**src/rtl/tinyqv_uart_tx_if.sv**
```systemverilog
// CPU peripheral bus bundle between the TinyQV core and the UART transmitter.
interface tinyqv_uart_tx_if;
    logic [27:0] data_addr;
    logic [1:0]  data_write_n;
    logic [1:0]  data_read_n;
    logic [31:0] data_out;
    logic        data_ready;
    logic [31:0] data_in;

    modport master (
        output data_addr,
        output data_write_n,
        output data_read_n,
        output data_out,
        input  data_ready,
        input  data_in
    );

    modport slave (
        input  data_addr,
        input  data_write_n,
        input  data_read_n,
        input  data_out,
        output data_ready,
        output data_in
    );
endinterface

```
**src/rtl/tinyqv_uart_tx.sv**
```systemverilog
// TinyQV UART transmitter: 4-entry TX FIFO, programmable bit divider,
// 8N1 framing, level interrupt when everything has drained.
module tinyqv_uart_tx #(
    parameter logic [27:0] BASE_ADDR       = 28'h8000000,
    parameter logic [15:0] DEFAULT_DIVIDER = 16'd103
) (
    input  logic                    clk,
    input  logic                    rst,
    tinyqv_uart_tx_if.slave         bus,
    output logic                    uart_txd,
    output logic                    tx_irq
);

    typedef enum logic [1:0] {IDLE, START, DATA, STOP} tx_state_t;

    logic [7:0]  fifo_mem_q [4];
    logic [1:0]  rd_ptr_q, wr_ptr_q;
    logic [2:0]  count_q;
    logic [15:0] divider_q;
    logic [1:0]  guard_q;
    logic        ready_q;
    logic [31:0] rdata_q;
    tx_state_t   state_q;
    logic [15:0] cnt_q;
    logic [2:0]  bit_idx_q;
    logic [7:0]  shift_q;
    logic        txd_q;
    logic        irq_q;

    logic        fifo_full, fifo_empty, busy, bit_end, pop;
    logic        sel, is_write, tx_write, accept, push;
    logic [3:0]  offset;
    logic [31:0] rdata_d;
    logic        unused_bits;

    assign unused_bits = &{1'b0, bus.data_out[31:16]};

    // Bus decode, acceptance and FIFO status
    always_comb begin
        fifo_full  = (count_q == 3'd4);
        fifo_empty = (count_q == 3'd0);
        busy       = (state_q != IDLE);
        bit_end    = (cnt_q == '0);
        pop        = !fifo_empty && ((state_q == IDLE) || ((state_q == STOP) && bit_end));
        offset     = bus.data_addr[3:0];
        is_write   = (bus.data_write_n != 2'b11);
        sel        = (bus.data_addr[27:4] == BASE_ADDR[27:4]) &&
                     (is_write || (bus.data_read_n != 2'b11));
        tx_write   = is_write && (offset == 4'h0);
        // A full FIFO still takes the push when the shifter pops in the same cycle
        accept     = sel && (guard_q == 2'd0) && !(tx_write && fifo_full && !pop);
        push       = accept && tx_write;
        rdata_d    = '0;
        if (!is_write) begin
            case (offset)
                4'h4:    rdata_d = {29'b0, busy, fifo_empty, fifo_full};
                4'h8:    rdata_d = {16'b0, divider_q};
                default: rdata_d = '0;
            endcase
        end
    end

    // Acknowledge pulse, registered read data and post-ack request guard
    always_ff @(posedge clk or posedge rst) begin
        if (rst) begin
            ready_q <= 1'b0;
            rdata_q <= '0;
            guard_q <= '0;
        end else begin
            ready_q <= accept;
            rdata_q <= accept ? rdata_d : '0;
            if (accept)
                guard_q <= 2'd2;
            else if (guard_q != 2'd0)
                guard_q <= guard_q - 2'd1;
        end
    end

    // Divider register; byte writes touch only the low byte
    always_ff @(posedge clk or posedge rst) begin
        if (rst) begin
            divider_q <= DEFAULT_DIVIDER;
        end else if (accept && is_write && (offset == 4'h8)) begin
            case (bus.data_write_n)
                2'b00:   divider_q[7:0] <= bus.data_out[7:0];
                2'b01,
                2'b10:   divider_q <= bus.data_out[15:0];
                default: divider_q <= divider_q;
            endcase
        end
    end

    // FIFO pointers and occupancy
    always_ff @(posedge clk or posedge rst) begin
        if (rst) begin
            rd_ptr_q <= '0;
            wr_ptr_q <= '0;
            count_q  <= '0;
        end else begin
            if (push) wr_ptr_q <= wr_ptr_q + 2'd1;
            if (pop)  rd_ptr_q <= rd_ptr_q + 2'd1;
            case ({push, pop})
                2'b10:   count_q <= count_q + 3'd1;
                2'b01:   count_q <= count_q - 3'd1;
                default: count_q <= count_q;
            endcase
        end
    end

    // FIFO storage
    always_ff @(posedge clk) begin
        if (push) fifo_mem_q[wr_ptr_q] <= bus.data_out[7:0];
    end

    // Transmit state machine; divider is sampled at every bit start
    always_ff @(posedge clk or posedge rst) begin
        if (rst) begin
            state_q   <= IDLE;
            cnt_q     <= '0;
            bit_idx_q <= '0;
            shift_q   <= '0;
            txd_q     <= 1'b1;
        end else begin
            case (state_q)
                IDLE: begin
                    if (pop) begin
                        shift_q <= fifo_mem_q[rd_ptr_q];
                        txd_q   <= 1'b0;
                        cnt_q   <= divider_q;
                        state_q <= START;
                    end
                end
                START: begin
                    if (bit_end) begin
                        txd_q     <= shift_q[0];
                        shift_q   <= {1'b0, shift_q[7:1]};
                        bit_idx_q <= '0;
                        cnt_q     <= divider_q;
                        state_q   <= DATA;
                    end else begin
                        cnt_q <= cnt_q - 16'd1;
                    end
                end
                DATA: begin
                    if (bit_end) begin
                        cnt_q <= divider_q;
                        if (bit_idx_q == 3'd7) begin
                            txd_q   <= 1'b1;
                            state_q <= STOP;
                        end else begin
                            txd_q     <= shift_q[0];
                            shift_q   <= {1'b0, shift_q[7:1]};
                            bit_idx_q <= bit_idx_q + 3'd1;
                        end
                    end else begin
                        cnt_q <= cnt_q - 16'd1;
                    end
                end
                STOP: begin
                    if (bit_end) begin
                        if (pop) begin
                            shift_q <= fifo_mem_q[rd_ptr_q];
                            txd_q   <= 1'b0;
                            cnt_q   <= divider_q;
                            state_q <= START;
                        end else begin
                            txd_q   <= 1'b1;
                            state_q <= IDLE;
                        end
                    end else begin
                        cnt_q <= cnt_q - 16'd1;
                    end
                end
                default: state_q <= IDLE;
            endcase
        end
    end

    // Drained interrupt, registered
    always_ff @(posedge clk or posedge rst) begin
        if (rst) irq_q <= 1'b0;
        else     irq_q <= fifo_empty && (state_q == IDLE);
    end

    assign bus.data_ready = ready_q;
    assign bus.data_in    = rdata_q;
    assign uart_txd       = txd_q;
    assign tx_irq         = irq_q;

endmodule
```
**src/flat_wrapper.sv**
```systemverilog
// flat-port wrapper written by rule: the top's interface ports become plain ports
module tinyqv_uart_tx_flat 
#(
    parameter logic [27:0] BASE_ADDR       = 28'h8000000,
    parameter logic [15:0] DEFAULT_DIVIDER = 16'd103
)
  (clk, rst, uart_txd, tx_irq, bus_data_addr, bus_data_write_n, bus_data_read_n, bus_data_out, bus_data_ready, bus_data_in);
  tinyqv_uart_tx_if bus_i ();
  input  logic clk;
  input  logic rst;
  output logic uart_txd;
  output logic tx_irq;
  input wire logic [$bits(bus_i.data_addr)-1:0] bus_data_addr;
  input wire logic [$bits(bus_i.data_write_n)-1:0] bus_data_write_n;
  input wire logic [$bits(bus_i.data_read_n)-1:0] bus_data_read_n;
  input wire logic [$bits(bus_i.data_out)-1:0] bus_data_out;
  output wire logic [$bits(bus_i.data_ready)-1:0] bus_data_ready;
  output wire logic [$bits(bus_i.data_in)-1:0] bus_data_in;
  assign bus_i.data_addr = bus_data_addr;
  assign bus_i.data_write_n = bus_data_write_n;
  assign bus_i.data_read_n = bus_data_read_n;
  assign bus_i.data_out = bus_data_out;
  assign bus_data_ready = bus_i.data_ready;
  assign bus_data_in = bus_i.data_in;
  tinyqv_uart_tx #(.BASE_ADDR(BASE_ADDR), .DEFAULT_DIVIDER(DEFAULT_DIVIDER)) u_core (.clk(clk), .rst(rst), .bus(bus_i), .uart_txd(uart_txd), .tx_irq(tx_irq));
endmodule
```
**config.mk**
```make
export PLATFORM = sky130hd
export DESIGN_NAME = tinyqv_uart_tx_flat
export DESIGN_NICKNAME = d
export VERILOG_FILES = /design/src/rtl/tinyqv_uart_tx_if.sv /design/src/rtl/tinyqv_uart_tx.sv /design/src/flat_wrapper.sv
export SDC_FILE = /design/constraint.sdc
export NUM_CORES = 1
export LEC_CHECK = 0
export ABC_AREA = 1
export CORE_MARGIN = 3
export CORE_UTILIZATION = 55
export CTS_BUF_LIST = sky130_fd_sc_hd__clkbuf_4
export DETAILED_ROUTE_END_ITERATION = 8
export HOLD_SLACK_MARGIN = 0.08
export PLACE_DENSITY = 0.83
export SETUP_SLACK_MARGIN = 0.02
export SLEW_MARGIN = 20
export SYNTH_ARGS = -nofsm -noshare
export SYNTH_HDL_FRONTEND = slang
export SYNTH_SLANG_ARGS = --single-unit
```
**constraint.sdc**
```tcl
create_clock -name clk -period 3.4 [get_ports clk]
set_input_delay 0.34 -clock clk [delete_from_list [all_inputs] [get_ports clk]]
set_output_delay 0.34 -clock clk [all_outputs]
set_load 0.02 [all_outputs]
```
==> results.md, run 1 <==
* Crit. End Element: register
* Design Area, Final at roughly 6600 um2
* Async SR Flop Fraction at a little over two thirds
* Clock share of power at between 20 and 30%
* Clock tree buffer depth at 2
* WL per Instance at between 10 and 15 um
* Gr ovfl total at 0
* Port Buffers at 68
* CP Class: register to register
* Final hold vios at 0
* Power Density at ~340 nW/um2
* Die width at about 110 um
* Yosys warning count at 0
* Number of max-slew violations in the final report at 0
* CP max FO at 19
* Post_cts resized at 0
* Worst Skew at 0.0130 ns
* Synthesis-to-layout area growth at 15.3%
* Maximum vdd drop at about 0.00017 V
* Die ar. at ~12000 um2
* Initial core utilization at between 50 and 60%
* Core area at ~10000 um2
* Most common cell after layout, fill and taps aside: nand2_1
* Lkg Pwr at 3.05 nW
* Internal at 1.64 mW
* Count of flip-flops with a built-in enable after synthesis at 32
* I/O pins at 101
* All-Layer GR Usage at 22.4%
* Vias in the first global route at 4385
* Post-route clock period utilization at just under 90%
* First-pass GRT wire length at a little over 20 mm
* Synthesized flop and latch total at roughly 110
* Outcome: finished clean
* Setup TNS at 0 ns
* Fraction of power spent switching nets at 27.0%
* Placed Instances at ~870
* Antenna Cells at 0
* Synth Flop Type: dfrtp_1
* FMAX at roughly 340 MHz
* Gate power share at approximately 11%
* Clk sinks at approximately 110
* Critical path startpoint category: register
* 1st-iter DRT viols at around 290
* Synth cell types at 38
* Nets at 831
* Area after DPL at 6450 um2
* CTS tree: built
* Worst skew pair latency at 0.46 ns
* Layout cells sized above 1 at 8.22%
* Syn Inst Count at 680
* Antenna-violating nets left at 0
* Slew headroom at 47.3%
* Most frequent cells in the layout: nand2_1, nor2_1, clkdlybuf4s50_1
* Hpwl dp at between 9 and 10 mm
* RSZ-0062 raised after global routing: no
* Max_cap viols at 0
* CTS Hold Bufs at 0
* Antenna violations before repair at 0
* Final Wtd Congestion at 0.841
* Critical path arrival at 3.29 ns
* Row cnt at 36
* DRC Markers at 0
* Vert. Die Dim at 108 um
* DRT Pass-1 Iters at 5
* Synthesized area at 5710 um2
* Root Buffer: clkbuf_4
* R2R Setup Slk at 0.46 ns
* Routed via count at approximately 4.6k
* Largest net degree at the start of global routing at just over 40
* CTS buffer count at 9
* Hold Crit Class: input pin to asynchronous set/reset pin
* H-tree depth at 3
* Sequential share of power at between 60 and 70%
* Sequential area share after synthesis at 49.0%
* Drt total wl at approximately 12 mm
* Final Critical Period at around 3 ns
* Via density at roughly 5.2
* Psw at approximately 0.61 mW
* Worst-Margin Slew at a little under 0.8 ns
* Fin cells at roughly 900
* Post-CTS Setup Bufs at 0
* CTS clk-pin slew, worst paths at roughly 0.17 ns
* Final setup vio count at 0
* Average size of a mapped cell at 8.40 um2
* Critical Path RT at between 3 and 4 ns
## cell usage after synthesis (2+ instances only)
cell type	instances	area, um2
a21oi_1	6	30.0
buf_2	5	25.0
buf_4	18	135
buf_6	4	45.0
clkbuf_1	4	15.0
clkinv_2	2	10.0
dfrtp_1	67	1680
dfstp_2	6	158
edfxtp_1	32	961
ha_1	15	188
inv_1	68	255
nand2_1	208	781
nand2_4	5	56.3
nand2_8	3	60.1
nand3_1	34	170
nand3_4	4	70.1
nand3b_1	7	52.6
nand4_1	12	75.1
nor2_1	88	330
nor2_2	3	18.8
nor2_4	3	33.8
nor3_1	4	20.0
o21ai_0	49	245
o21ai_2	8	70.1
o21bai_1	2	15.0
xnor2_1	2	17.5
xor2_1	10	87.6
## metal layers
layer / vias up / GRT usage (%) / wire [um]
li1: 2271 / - / -
met1: 2141 / 29.8 / 5230
met2: 195 / 37.1 / 6040
met3: 31 / 3.60 / 806
met4: 0 / 8.03 / 313
met5: - / 0 / 0
## final timing paths
kind | cells past startpoint | start | end
worst max-delay path | 14 | u_core.cnt_q[0] | u_core.count_q[2]
worst min-delay path | 2 | rst | u_core.bus.data_in[13]
worst max register to register | 14 | u_core.cnt_q[0] | u_core.count_q[2]
worst min register to register | 2 | u_core.uart_txd | u_core.uart_txd
max in group asynchronous | 3 | rst | u_core.divider_q[0]
min in group clk | 3 | bus_data_out[15] | u_core.divider_q[15]
## layout make-up
class	instances	area (um2)
Tap cell	133	166
Fill cell	779	3370
Sequential cell	105	2800
Timing Repair Buffer	75	746
Clock buffer	9	67.6
Multi-Input combinational cell	486	2470
Clock inverter	7	63.8
Inverter	72	273
## flip-flops by register name, summed over array words and instances (netlist names), 2 cells and up
name	flops
u_core.bit_idx_q	3
u_core.bus.data_in	16
u_core.cnt_q	16
u_core.count_q	3
u_core.divider_q	16
u_core.fifo_mem_q	32
u_core.guard_q	2
u_core.rd_ptr_q	2
u_core.shift_q	8
u_core.state_q	2
u_core.wr_ptr_q	2
## power groups by stage
stage | sequential (mW) | combinational, mW | clock, mW
after detailed placement | 1.42 | 0.249 | 0
after floorplan | 1.42 | 0.152 | 0
final | 1.40 | 0.244 | 0.609
after CTS | 1.40 | 0.248 | 0.614
after global placement | 1.42 | 0.231 | 0
after global routing | 1.41 | 0.282 | 0.673
## critical path: stages, from the launching register on
cell and delay [ns]:
dfrtp_1 0.42, inv_1 0.11, ha_1 0.31, nand2_4 0.12, nor2_8 0.16, nand3_4 0.15, nand2_8 0.14, nand2_8 0.13
clkinv_2 0.22, ha_1 0.19, inv_1 0.07, fa_1 0.38, a21oi_1 0.15, o21ai_0 0.11, xor2_1 0.16
## per-stage QoR
stage	worst slack, ns	total power, mW	utilization, %	hold slack [ns]
after floorplan	0.914	1.57	-	0.439
after global placement	0.472	1.65	64.8	0.455
after detailed placement	0.450	1.67	64.8	0.463
after CTS	0.514	2.26	66.2	0.306
after global routing	0.258	2.36	66.2	0.335
final	0.459	2.25	66.2	0.296
## logic make-up (layout without fill, tap and decap cells)
logic type	Yosys count	after routing	share of synthesized area, %
compound gates	68	68	6.90
fa+ha+maj	16	16	3.64
flops	105	105	49.0
xor+xnor	12	12	1.84
buf+inv	104	163	8.70
other cells	1	16	0.0657
simple gates	374	374	29.9
No activity file was read; power rests on OpenSTA's default activity.
==> inputs of run 2 (changes only) <==
--- a/config.mk
+++ b/config.mk
@@ -6,6 +6,7 @@
 export NUM_CORES = 1
 export LEC_CHECK = 0
 export ABC_AREA = 1
+export ABC_CLOCK_PERIOD_IN_PS = 3400
 export CORE_MARGIN = 3
 export CORE_UTILIZATION = 55
 export CTS_BUF_LIST = sky130_fd_sc_hd__clkbuf_4
==> results of run 2 <==
The final DEF is identical to that of run 1; final timing and power are the same.
==> inputs of run 3 (changes only) <==
--- a/config.mk
+++ b/config.mk
@@ -7,6 +7,7 @@
 export LEC_CHECK = 0
 export ABC_AREA = 1
 export ABC_CLOCK_PERIOD_IN_PS = 3400
+export CORE_ASPECT_RATIO = 1.4
 export CORE_MARGIN = 3
 export CORE_UTILIZATION = 55
 export CTS_BUF_LIST = sky130_fd_sc_hd__clkbuf_4
==> run 3 against run 2 <==
  * Via count rose by 0.17%
  * Cell count rose by 0.23%
  * Combinational power barely moved
  * Non-clock buffer count did not move
  * Sequential power barely moved
  * Clock-buffer cell count rose by 1
  * Flip-flop and latch count did not move
  * Wire length rose by 2.7%
  * First-iteration DRC count rose by 5.6%
  * Clock skew rose by 0.0089 ns
==> results.md, run 3 (same netlist as run 1, synthesis figures left out) <==
* Die ar. at 11700 um2 (+0.14%)
* Gr ovfl total at 0 (unchanged)
* Max_cap viols at 0 (unchanged)
* CTS clk-pin slew, worst paths at 0.16 ns (about the same)
* Maximum vdd drop at 0.000370 V (+120%)
* Power Density at 358 nW/um2 (+4.7%)
* Clock tree buffer depth at 2 (unchanged)
* Internal at 1.79 mW (+8.9%)
* Max FFs per register at 32 (unchanged)
* FMAX at 346 MHz (+1.7%)
* CP max stage cell: dfrtp_1
* Fin cells at 889 (+0.23%)
* Post-CTS Setup Bufs at 0 (unchanged)
* Core area at 10000 um2 (+0.53%)
* Critical path startpoint category: register
* Post-route clock period utilization at 85.0% (-1.5 points)
* CP Launch Point: u_core.cnt_q[0]
* Clock share of power at 30.7% (+3.7 points)
* Antenna-violating nets left at 0 (unchanged)
* Row cnt at 43 (+19%)
* Lkg Pwr at 3.08 nW (+0.66%)
* Routed via count at 4646 (+0.17%)
* WP buf/inv at 3 (unchanged)
* CTS Hold Bufs at 0 (unchanged)
* Final hold slack at 0.253 ns (-0.0438 ns)
* 1st-iter DRT viols at 302 (+5.6%)
* Die width at 92.1 um (-15%)
* Most frequent cells in the layout: nand2_1, nor2_1, clkdlybuf4s50_1
* DRT Pass-1 Iters at 6 (+1)
* Hpwl dp at 9.44 mm (+3.0%)
* Port Buffers at 68 (unchanged)
* Worst path cell trace: inv_1 > ha_1 > nand2_4 > nor2_8 > nand3_4 > nand2_8 > nand2_8 > clkinv_2 > ha_1 > inv_1 > fa_1 > a21oi_1 > o21ai_0 > xor2_1
* DRC Markers at 0 (unchanged)
* All-Layer GR Usage at 22.9% (+0.49 points)
* Antenna Cells at 0 (unchanged)
* Final Wtd Congestion at 0.892 (+6.1%)
* Outcome: finished clean
* H-tree depth at 3 (unchanged)
* WL per Instance at 14.3 um (+2.5%)
* Area after DPL at 6460 um2 (about the same)
* Drt total wl at 12.7 mm (+2.7%)
* Gate power share at 10.3% (-0.5 points)
* Crit Reg-Reg Startpoint: u_core.cnt_q[0]
* First-pass GRT wire length at 21.4 mm (+3.8%)
* Post_cts resized at 0 (unchanged)
* Placed Instances at 873 (+0.23%)
* Largest Register: u_core.fifo_mem_q
* Antenna violations before repair at 0 (unchanged)
* Slew headroom at 41.8% (-5.5 points)
* Initial core utilization at 57.1% (-0.30 points)
* CTS tree: built
* Via density at 5.23 (about the same)
* Final Util at 66.2% (about the same)
* Clk sinks at 105 (unchanged)
* Critical path arrival at 3.23 ns (-0.06 ns)
* Largest net degree at the start of global routing at 74 (+80%)
* RSZ-0062 raised after global routing: no
* Hold Crit Class: input pin to asynchronous set/reset pin
* Cell family with most CP delay: adder cells
* Design Area, Final at 6620 um2 (+0.55%)
* Worst Skew at 0.0219 ns (+0.00889 ns)
* CTS buffer count at 9 (unchanged)
* Number of max-slew violations in the final report at 0 (unchanged)
* Worst-Margin Slew at 0.870 ns (+0.0815 ns)
* Max incr delay on CP at 0.41 ns (about the same)
* Sequential share of power at 58.9% (-3.2 points)
* Nets at 831 (unchanged)
* Most common cell after layout, fill and taps aside: nand2_1
* CP max FO at 19 (unchanged)
* Worst skew pair latency at 0.46 ns (about the same)
* Synthesis-to-layout area growth at 16.0%
* Number of fillers in the final layout at 805 (+3.3%)
* Final setup vio count at 0 (unchanged)
* Fraction of power spent switching nets at 24.5% (-2.5 points)
* Setup TNS at 0 ns (unchanged)
* Psw at 0.581 mW (-4.6%)
* CP Class: register to register
* Vias in the first global route at 4692 (+7.0%)
* Final Critical Period at 2.89 ns (-0.0497 ns)
* Layout cells sized above 1 at 8.22% (unchanged)
* I/O pins at 101 (unchanged)
* Critical Path RT at 3.74 ns (about the same)
* Vert. Die Dim at 127 um (+17%)
* Final hold vios at 0 (unchanged)
* Crit. End Element: register
* Root Buffer: clkbuf_4
-- run 3: changes by cell type in the layout (fill, tap and decap cells not counted) --
cell and change:
clkinvlp_2 -1, clkbuf_4 +1, bufinv_16 +2, clkinv_2 -1, inv_8 -1, inv_2 +1
clkinv_8 -1
-- run 3: per-layer routing --
layer,wire (um),up-vias,global-route usage (%)
met5,0,-,0
li1,-,2272,-
met4,460,0,10.2
met3,553,43,3.32
met1,4900,2168,25.9
met2,6810,163,42.2
-- run 3: cell type report --
type | instances | area (um2) | share of cell area (%)
Clock inverter | 6 | 90.1 | 1.36
Inverter | 72 | 273 | 4.12
Sequential cell | 105 | 2800 | 42.2
Clock buffer | 10 | 75.1 | 1.13
Tap cell | 135 | 169 | 2.55
Multi-Input combinational cell | 486 | 2470 | 37.4
Timing Repair Buffer | 75 | 746 | 11.3
-- run 3: power groups by stage --
stage	Clock (mW)	Sequential [mW]	Combinational [mW]
after CTS	0.745	1.40	0.251
after global placement	0	1.42	0.232
after detailed placement	0	1.42	0.250
after global routing	0.782	1.40	0.287
after floorplan	0	1.42	0.152
final	0.729	1.40	0.245
-- run 3: worst paths after layout --
check                      cells past startpoint              endpoint  slack, ns
max                                           14     u_core.count_q[2]       0.51
min                                            3     u_core.guard_q[1]       0.25
max reg2reg                                   14     u_core.count_q[2]       0.51
min reg2reg                                    2       u_core.uart_txd       0.49
max in group asynchronous                      3   u_core.divider_q[6]       2.80
min in group clk                               3  u_core.divider_q[11]       0.39
-- run 3: worst min-delay path, stage by stage --
cell and delay, ns:
clkdlybuf4s50_1 0.41, inv_2 0.07, buf_12 0.32
-- run 3: through the flow --
step / worst slack (ns) / total power [mW]
3_3_place_gp: 0.451 / 1.65
5_1_grt: 0.294 / 2.47
2_1_floorplan: 0.914 / 1.57
6_report: 0.508 / 2.37
4_1_cts: 0.520 / 2.39
3_5_place_dp: 0.377 / 1.67
